**src/rtl/ysyx_22040931_pipe_stage.sv**
```systemverilog
// ysyx_22040931_pipe_stage
// Valid/ready pipeline stage with one head register and an optional skid
// register. Supports flush, stall and bubble insertion (nop) with priority
// flush > stall > nop > normal transfer. Occupancy is tracked by a three-state
// machine (EMPTY/ONE/FULL) whose encoding doubles as the out_count value.
//
// SKID=1: two entries, in_ready comes from a flop, so the upstream ready path
//         does not depend combinationally on out_ready.
// SKID=0: one entry, in_ready is combinational (pass-through when the
//         downstream consumes the head in the same cycle).

module ysyx_22040931_pipe_stage #(
  parameter int unsigned       DATA_W   = 64,
  parameter int unsigned       SKID     = 1,
  parameter logic [DATA_W-1:0] NOP_DATA = '0
) (
  input  logic              clock,
  input  logic              reset,
  input  logic              flush,
  input  logic              stall,
  input  logic              nop,
  input  logic              in_valid,
  output logic              in_ready,
  input  logic [DATA_W-1:0] in_data,
  output logic              out_valid,
  input  logic              out_ready,
  output logic [DATA_W-1:0] out_data,
  output logic [1:0]        out_count
);

  // Occupancy states; the encoding equals the number of held entries.
  typedef enum logic [1:0] {
    EMPTY = 2'd0,
    ONE   = 2'd1,
    FULL  = 2'd2
  } state_e;

  // Source selected for the head register on the next edge.
  typedef enum logic [1:0] {
    HEAD_HOLD = 2'd0,
    HEAD_IN   = 2'd1,
    HEAD_SKID = 2'd2,
    HEAD_NOP  = 2'd3
  } head_sel_e;

  state_e            r_state;
  state_e            w_state_next;
  logic [DATA_W-1:0] r_head;
  logic [DATA_W-1:0] r_skid;
  logic              r_in_ready;

  head_sel_e         w_head_sel;
  logic              w_skid_load;
  logic              w_out_valid_int;
  logic              w_active;
  logic              w_accept;
  logic              w_deliver;

  // State register and registered in_ready (only consumed when SKID=1).
  // NOTE: every clocked assignment uses <= so all flops sample the values of
  // the previous cycle, independent of statement order.
  always_ff @(posedge clock) begin
    if (!reset) begin
      r_state    <= EMPTY;
      r_in_ready <= 1'b0;
    end else begin
      r_state    <= w_state_next;
      r_in_ready <= (w_state_next != FULL);
    end
  end

  // Handshake outputs: gated off while reset, flush or stall is active.
  // NOTE: each always_comb output gets an unconditional default first so no
  // path leaves it unassigned and no latch is inferred.
  always_comb begin
    w_out_valid_int = (r_state != EMPTY);
    w_active        = reset && !flush && !stall;
    out_valid       = w_out_valid_int && w_active;
    in_ready        = 1'b0;
    if (SKID != 0) begin
      in_ready = r_in_ready && w_active && !nop;
    end else begin
      in_ready = (!w_out_valid_int || out_ready) && w_active && !nop;
    end
  end

  // Next-state and datapath-control decode, in control priority order.
  always_comb begin
    w_accept     = in_valid && in_ready;
    w_deliver    = out_valid && out_ready;
    w_state_next = r_state;
    w_head_sel   = HEAD_HOLD;
    w_skid_load  = 1'b0;
    if (flush) begin
      w_state_next = EMPTY;
    end else if (stall) begin
      w_state_next = r_state;
    end else begin
      case (r_state)
        EMPTY: begin
          if (nop) begin
            w_state_next = ONE;
            w_head_sel   = HEAD_NOP;
          end else if (w_accept) begin
            w_state_next = ONE;
            w_head_sel   = HEAD_IN;
          end
        end
        ONE: begin
          if (nop) begin
            // A bubble only replaces the head when the head leaves this cycle.
            if (w_deliver) begin
              w_state_next = ONE;
              w_head_sel   = HEAD_NOP;
            end
          end else if (w_accept && w_deliver) begin
            w_state_next = ONE;
            w_head_sel   = HEAD_IN;
          end else if (w_accept) begin
            // Only reachable with SKID=1: SKID=0 accepts in ONE only when the
            // head is delivered in the same cycle.
            if (SKID != 0) begin
              w_state_next = FULL;
              w_skid_load  = 1'b1;
            end
          end else if (w_deliver) begin
            w_state_next = EMPTY;
          end
        end
        FULL: begin
          // in_ready is low in FULL, so only a delivery can move the state.
          if (w_deliver) begin
            w_state_next = ONE;
            w_head_sel   = HEAD_SKID;
          end
        end
        default: begin
          w_state_next = EMPTY;
        end
      endcase
    end
  end

  // Payload registers: head feeds out_data, skid holds the second entry.
  // NOTE: the payload registers are reset on purpose because out_data is
  // observable and must read zero after reset; do not drop this reset.
  always_ff @(posedge clock) begin
    if (!reset) begin
      r_head <= '0;
      r_skid <= '0;
    end else begin
      case (w_head_sel)
        HEAD_IN:   r_head <= in_data;
        HEAD_SKID: r_head <= r_skid;
        HEAD_NOP:  r_head <= NOP_DATA;
        default:   r_head <= r_head;
      endcase
      if (w_skid_load) begin
        r_skid <= in_data;
      end
    end
  end

  assign out_data  = r_head;
  assign out_count = r_state;

endmodule

```
**config.mk**
```make
export PLATFORM = sky130hd
export DESIGN_NAME = ysyx_22040931_pipe_stage
export DESIGN_NICKNAME = d
export VERILOG_FILES = /design/src/rtl/ysyx_22040931_pipe_stage.sv
export SDC_FILE = /design/constraint.sdc
export NUM_CORES = 1
export LEC_CHECK = 0
export CELL_PAD_IN_SITES_DETAIL_PLACEMENT = 1
export CELL_PAD_IN_SITES_GLOBAL_PLACEMENT = 1
export CORE_MARGIN = 2
export CORE_UTILIZATION = 36
export DETAILED_ROUTE_END_ITERATION = 6
export PLACE_DENSITY_LB_ADDON = 0.1
export SYNTH_ARGS = -nofsm -noshare
export SYNTH_HDL_FRONTEND = slang
export SYNTH_SLANG_ARGS = --single-unit
```
**constraint.sdc**
```tcl
create_clock -name clock -period 2.2 [get_ports clock]
set_input_delay 0.44 -clock clock [delete_from_list [all_inputs] [get_ports clock]]
set_output_delay 0.44 -clock clock [all_outputs]
set_load 0.05 [all_outputs]
```
# ---- Yosys cells after proc, flatten, opt, wreduce, memory -nomap -nowiden
# Cells that the tools add are included.
dict set report word_totals {
  ff_bits 131
  mem_count 0
  ramBits 0
  in_bits 71
  latch_bits 0
  out_inout_bits 68
  rom_bits 0
}
dict set report op_classes {
  multipliers 0
  shifts 0
  add_sub_neg 0
  eq_ne 6
  n_bitwise 0
  muxes 26
  reduce_logical 14
  order_cmp 0
  div 0
}
# op n
set ops {}
lappend ops {{$pmux W64 S3} 1}
lappend ops {{$mux W2} 15}
lappend ops {{$pmux W2 S3} 2}
lappend ops {{$logic_and A1 B1 Y1} 8}
lappend ops {{$mux W1} 8}
lappend ops {{$eq A2 B2 Y1 const B} 3}
lappend ops {{$eq A2 B1 Y1 const B} 2}
lappend ops {{$logic_not A1 Y1} 3}
lappend ops {{$reduce_bool A3 Y1} 1}
lappend ops {{$logic_not A2 Y1} 1}
lappend ops {{$ne A2 B2 Y1 const B} 1}
lappend ops {{$reduce_bool A2 Y1} 1}

# ---- Logic depth before layout (Yosys ltp)
dict set report depth {
  word_depth 14
  ltp_mapped 8
  depth_no_buf 5
}

# ---- Least setup slack after synthesis
# Ideal clock, no wire load.
dict set report synth_timing {
  path_kind {input port to output port}
  start {in reset}
  end {out in_ready}
  arrival_time_ns 2.048
  slack_ns -0.288
  required_time_ns 1.760
  cell_stages 4
  cell_sequence {buf_4 clkbuf_1 nand2_1 nor3b_1}
}
dict set report synth_between {
  elab_chain_cells 4
}
# element line_no
set synth_lines {}
lappend synth_lines {{start, declared} 18} ;# input logic reset,
lappend synth_lines {{$logic_and A1 B1 Y1 (2 in series)} 77} ;# w_active = reset && !flush && !stall;
lappend synth_lines {{$logic_and A1 B1 Y1 (2 in series)} 81} ;# in_ready = r_in_ready && w_active && !nop;
lappend synth_lines {{end, declared} 23} ;# output logic in_ready,
# Every way passes these cells.

# ---- Worst setup path after layout
dict set report layout_timing {
  start {reg r_head[6], in the netlist out_data[6]}
  end {out out_data[6]}
}
# element line_no
set layout_lines {}
lappend layout_lines {{start, declared} 48} ;# logic [DATA_W-1:0] r_head;
lappend layout_lines {{start signal, assigned} 153} ;# HEAD_IN: r_head <= in_data;
lappend layout_lines {{start signal, assigned} 154} ;# HEAD_SKID: r_head <= r_skid;
lappend layout_lines {{start signal, assigned} 156} ;# default: r_head <= r_head;
lappend layout_lines {{end, declared} 27} ;# output logic [DATA_W-1:0] out_data,
# No word-level cell between the ends.

==> results.toml <==
[timing]
post-route-min-period_ns = 2.05
drv_slew = 0
fmax_mhz = 488
rsz0062_at_grt = "false"
finClkSkew_ns = 0.00586
hold_viol = 0
tightest_slew_ns = 0.665
finalSetupViolCount = 0
period_share = 0.932
maxSlewHeadroom = 0.556

[synth]
synth_area_leader_cell = "dfxtp_1"
yosys_warnings = 0
synth_top_cells_by_area = "dfxtp_1 (49%), nand2_1 (14%), mux2i_1 (12%)"
synth_seq_cells = 131
syn_area_per_cell_um2 = 9.05
yosys.cell_types.count = 33
netlist_instances = 586
synth_top_area_share = 0.494
synth.cell_area_um2 = 5300
syn_nets = 657
ys_seq_area_frac = 0.494

[worst_hold_path]
hold_class = "flip-flop to flip-flop"
worstHoldStart = "r_skid[15]"
min_to = "r_skid[15]"
hold_depth = 2

[setup_path]
r2r_slack_ns = 0.37
worstPathCellList = "clkdlybuf4s50_1"
r2r_start = "out_count[0]"
slowest_stage = "clkdlybuf4s50_1"
slowest_delay_ns = 0.84
crit_family = "buffers and inverters"
critPathBufInv = 1
cp-end-kind = "output pin"
path_max_fanout = 2
worstSetupPathType = "flip-flop to output pin"
cp.arrival_ns = 1.61
start_kind = "flip-flop"
reg2regPathDepth = 7
required_ns = 1.76
r2r_end = "out_data[27]"

[global_route]
overflow = 0
grt_first_pass_wirelength_um = 25500
grt_max_degree = 69
antenna_found_initial = 1
grt_usage = 0.202
grt_pass1_vias = 4987

[detailed_routing]
viasPerCell = 4.94
dr.pass1.iters = 4
wl_per_cell_um = 16.9
wirelength_um = 15700
drtAntennaViolNets = 0
dr_total_vias = 4587
drc = 0
drtIter0Drc = 249

[floorplanning]
io_pins = 139
fp-row-count = 44
die_w_um = 125
core_um2 = 14500
die-area_um2 = 15700
chipHeight_um = 125
start_util = 0.366

[cts]
root_buffer = "clkbuf_16"
clock_sinks = 131
numCtsBuffers = 17
clk_latency_ns = 0.41
cts_buffer_depth = 2
clk_pin_slew_ns = 0.06
postCtsSetupBuffers = 0
cts_tree = "done"
htree_levels = 4
hold_buffers = 0

[finish]
area_delta_synth_final_pct = 43.9
fin_nets = 803
final_core_util = 0.527
drive_gt1_frac = 0.0995

[power_and_ir_drop]
switching_share = 0.224
finalPower_mw = 5.69
cellLeakagePower_nw = 2.53
ir_drop_v = 0.000489
p_per_area_nw_per_um2 = 745
pwr-share-comb = 0.076
p_seq_frac = 0.423
p_int_mw = 4.41
p_clk_frac = 0.501
power.switching_mw = 1.27

[placement]
dp_hpwl_um = 10500
io_buffer_count = 138
gp_congestion = 0.801

[flow_run]
maxCapViolCount = 0

[run_status]
status = "finished clean"
## state kept, by name (all words and copies together), names as in the netlist
name        flops
out_data       64
r_in_ready      1
r_skid         64
out_count       2
## cells in the mapped netlist (all sizes together)
library cell	count
nand2	195
dfxtp	131
o21ai	66
a21boi	65
mux2i	64
clkbuf	21
buf	19
a21oi	4
nor2	3
inv	2
nor3b	2
or3	2
a221o	1
a221oi	1
a31o	1
and2	1
and3b	1
nand2b	1
nand4bb	1
nor3	1
o2111ai	1
o211ai	1
o31ai	1
o41ai	1
## timing repair
| item | 4_1_cts | 5_1_grt |
|---|---|---|
| setup endpoints to repair | 2 | 0 |
| endpoints found under the hold margin | 0 | 0 |
| gates resized for setup | 3 | 0 |
## worst register-to-register path, stage by stage (launching register included)
cell       delay [ns]
dfxtp_1          0.50
inv_1            0.15
o2111ai_1        0.33
o31ai_4          0.12
buf_4            0.17
buf_12           0.16
mux2i_1          0.19
o21ai_0          0.10
## per-stage QoR
step | TNS (ns) | hold slack, ns | cells | area [um2] | setup slack (ns)
2_1_floorplan | 0 | 0.430 | 586 | 5310 | 0.0384
3_3_place_gp | -15.32 | 0.436 | 897 | 7030 | -0.157
3_5_place_dp | -22.79 | 0.445 | 897 | 7030 | -0.225
4_1_cts | 0 | 0.453 | 928 | 7630 | 0.122
5_1_grt | 0 | 0.471 | 928 | 7630 | 0.0857
6_report | 0 | 0.452 | 929 | 7630 | 0.151
## worst max path at each step
stage                 start           end  slack [ns]  cells past startpoint
6_report        out_data[6]   out_data[6]        0.15                      1
5_1_grt         out_data[6]   out_data[6]        0.09                      1
4_1_cts         out_data[6]   out_data[6]        0.12                      1
3_5_place_dp          flush   out_data[4]       -0.22                      7
3_3_place_gp          flush  out_data[60]       -0.16                      7
2_1_floorplan  out_count[1]     out_valid        0.04                      2
## metal layers
layer  part of all wire  GRT usage
met1               0.44      0.233
met2               0.50      0.360
met3              0.048     0.0646
met4              0.012     0.0549
met5                  0          0
## power by group through the flow
stage	registers (mW)	logic (mW)	clock network [mW]
2_1_floorplan	2.50	0.138	0
3_3_place_gp	2.45	0.430	0
3_5_place_dp	2.45	0.434	0
4_1_cts	2.40	0.437	2.90
5_1_grt	2.40	0.459	3.02
6_report	2.40	0.433	2.85
## layout make-up
type,instances,area (um2)
Multi-Input combinational cell,413,2420
Fill cell,1605,6850
Sequential cell,131,2620
Clock buffer,18,439
Antenna cell,1,2.50
Inverter,2,7.51
Timing Repair Buffer,167,1740
Tap cell,184,230
Clock inverter,13,161
## cell usage in the layout (no fill, tap or decap), types with 2 or more instances in the layout
| cell | n |
|---|---|
| a21boi_0 | 47 |
| a21boi_1 | 18 |
| a21oi_1 | 4 |
| buf_12 | 13 |
| buf_4 | 20 |
| bufinv_16 | 3 |
| clkbuf_16 | 17 |
| clkdlybuf4s50_1 | 131 |
| clkinv_2 | 3 |
| clkinv_4 | 3 |
| clkinvlp_4 | 4 |
| dfxtp_1 | 131 |
| dlygate4sd2_1 | 2 |
| inv_1 | 2 |
| mux2i_1 | 64 |
| nand2_1 | 193 |
| nand2_2 | 2 |
| nor2_1 | 2 |
| o21ai_0 | 65 |
## logic make-up (layout without fill, tap and decap cells)
logic type / count (synthesis) / count (layout) / synth area share
flops: 131 / 131 / 0.494
simple gates: 207 / 207 / 0.157
other cells: 0 / 1 / 0
buf+inv: 42 / 200 / 0.0566
mux: 64 / 64 / 0.121
compound gates: 142 / 142 / 0.171
Note: power is estimated with default switching activity, not from simulation.
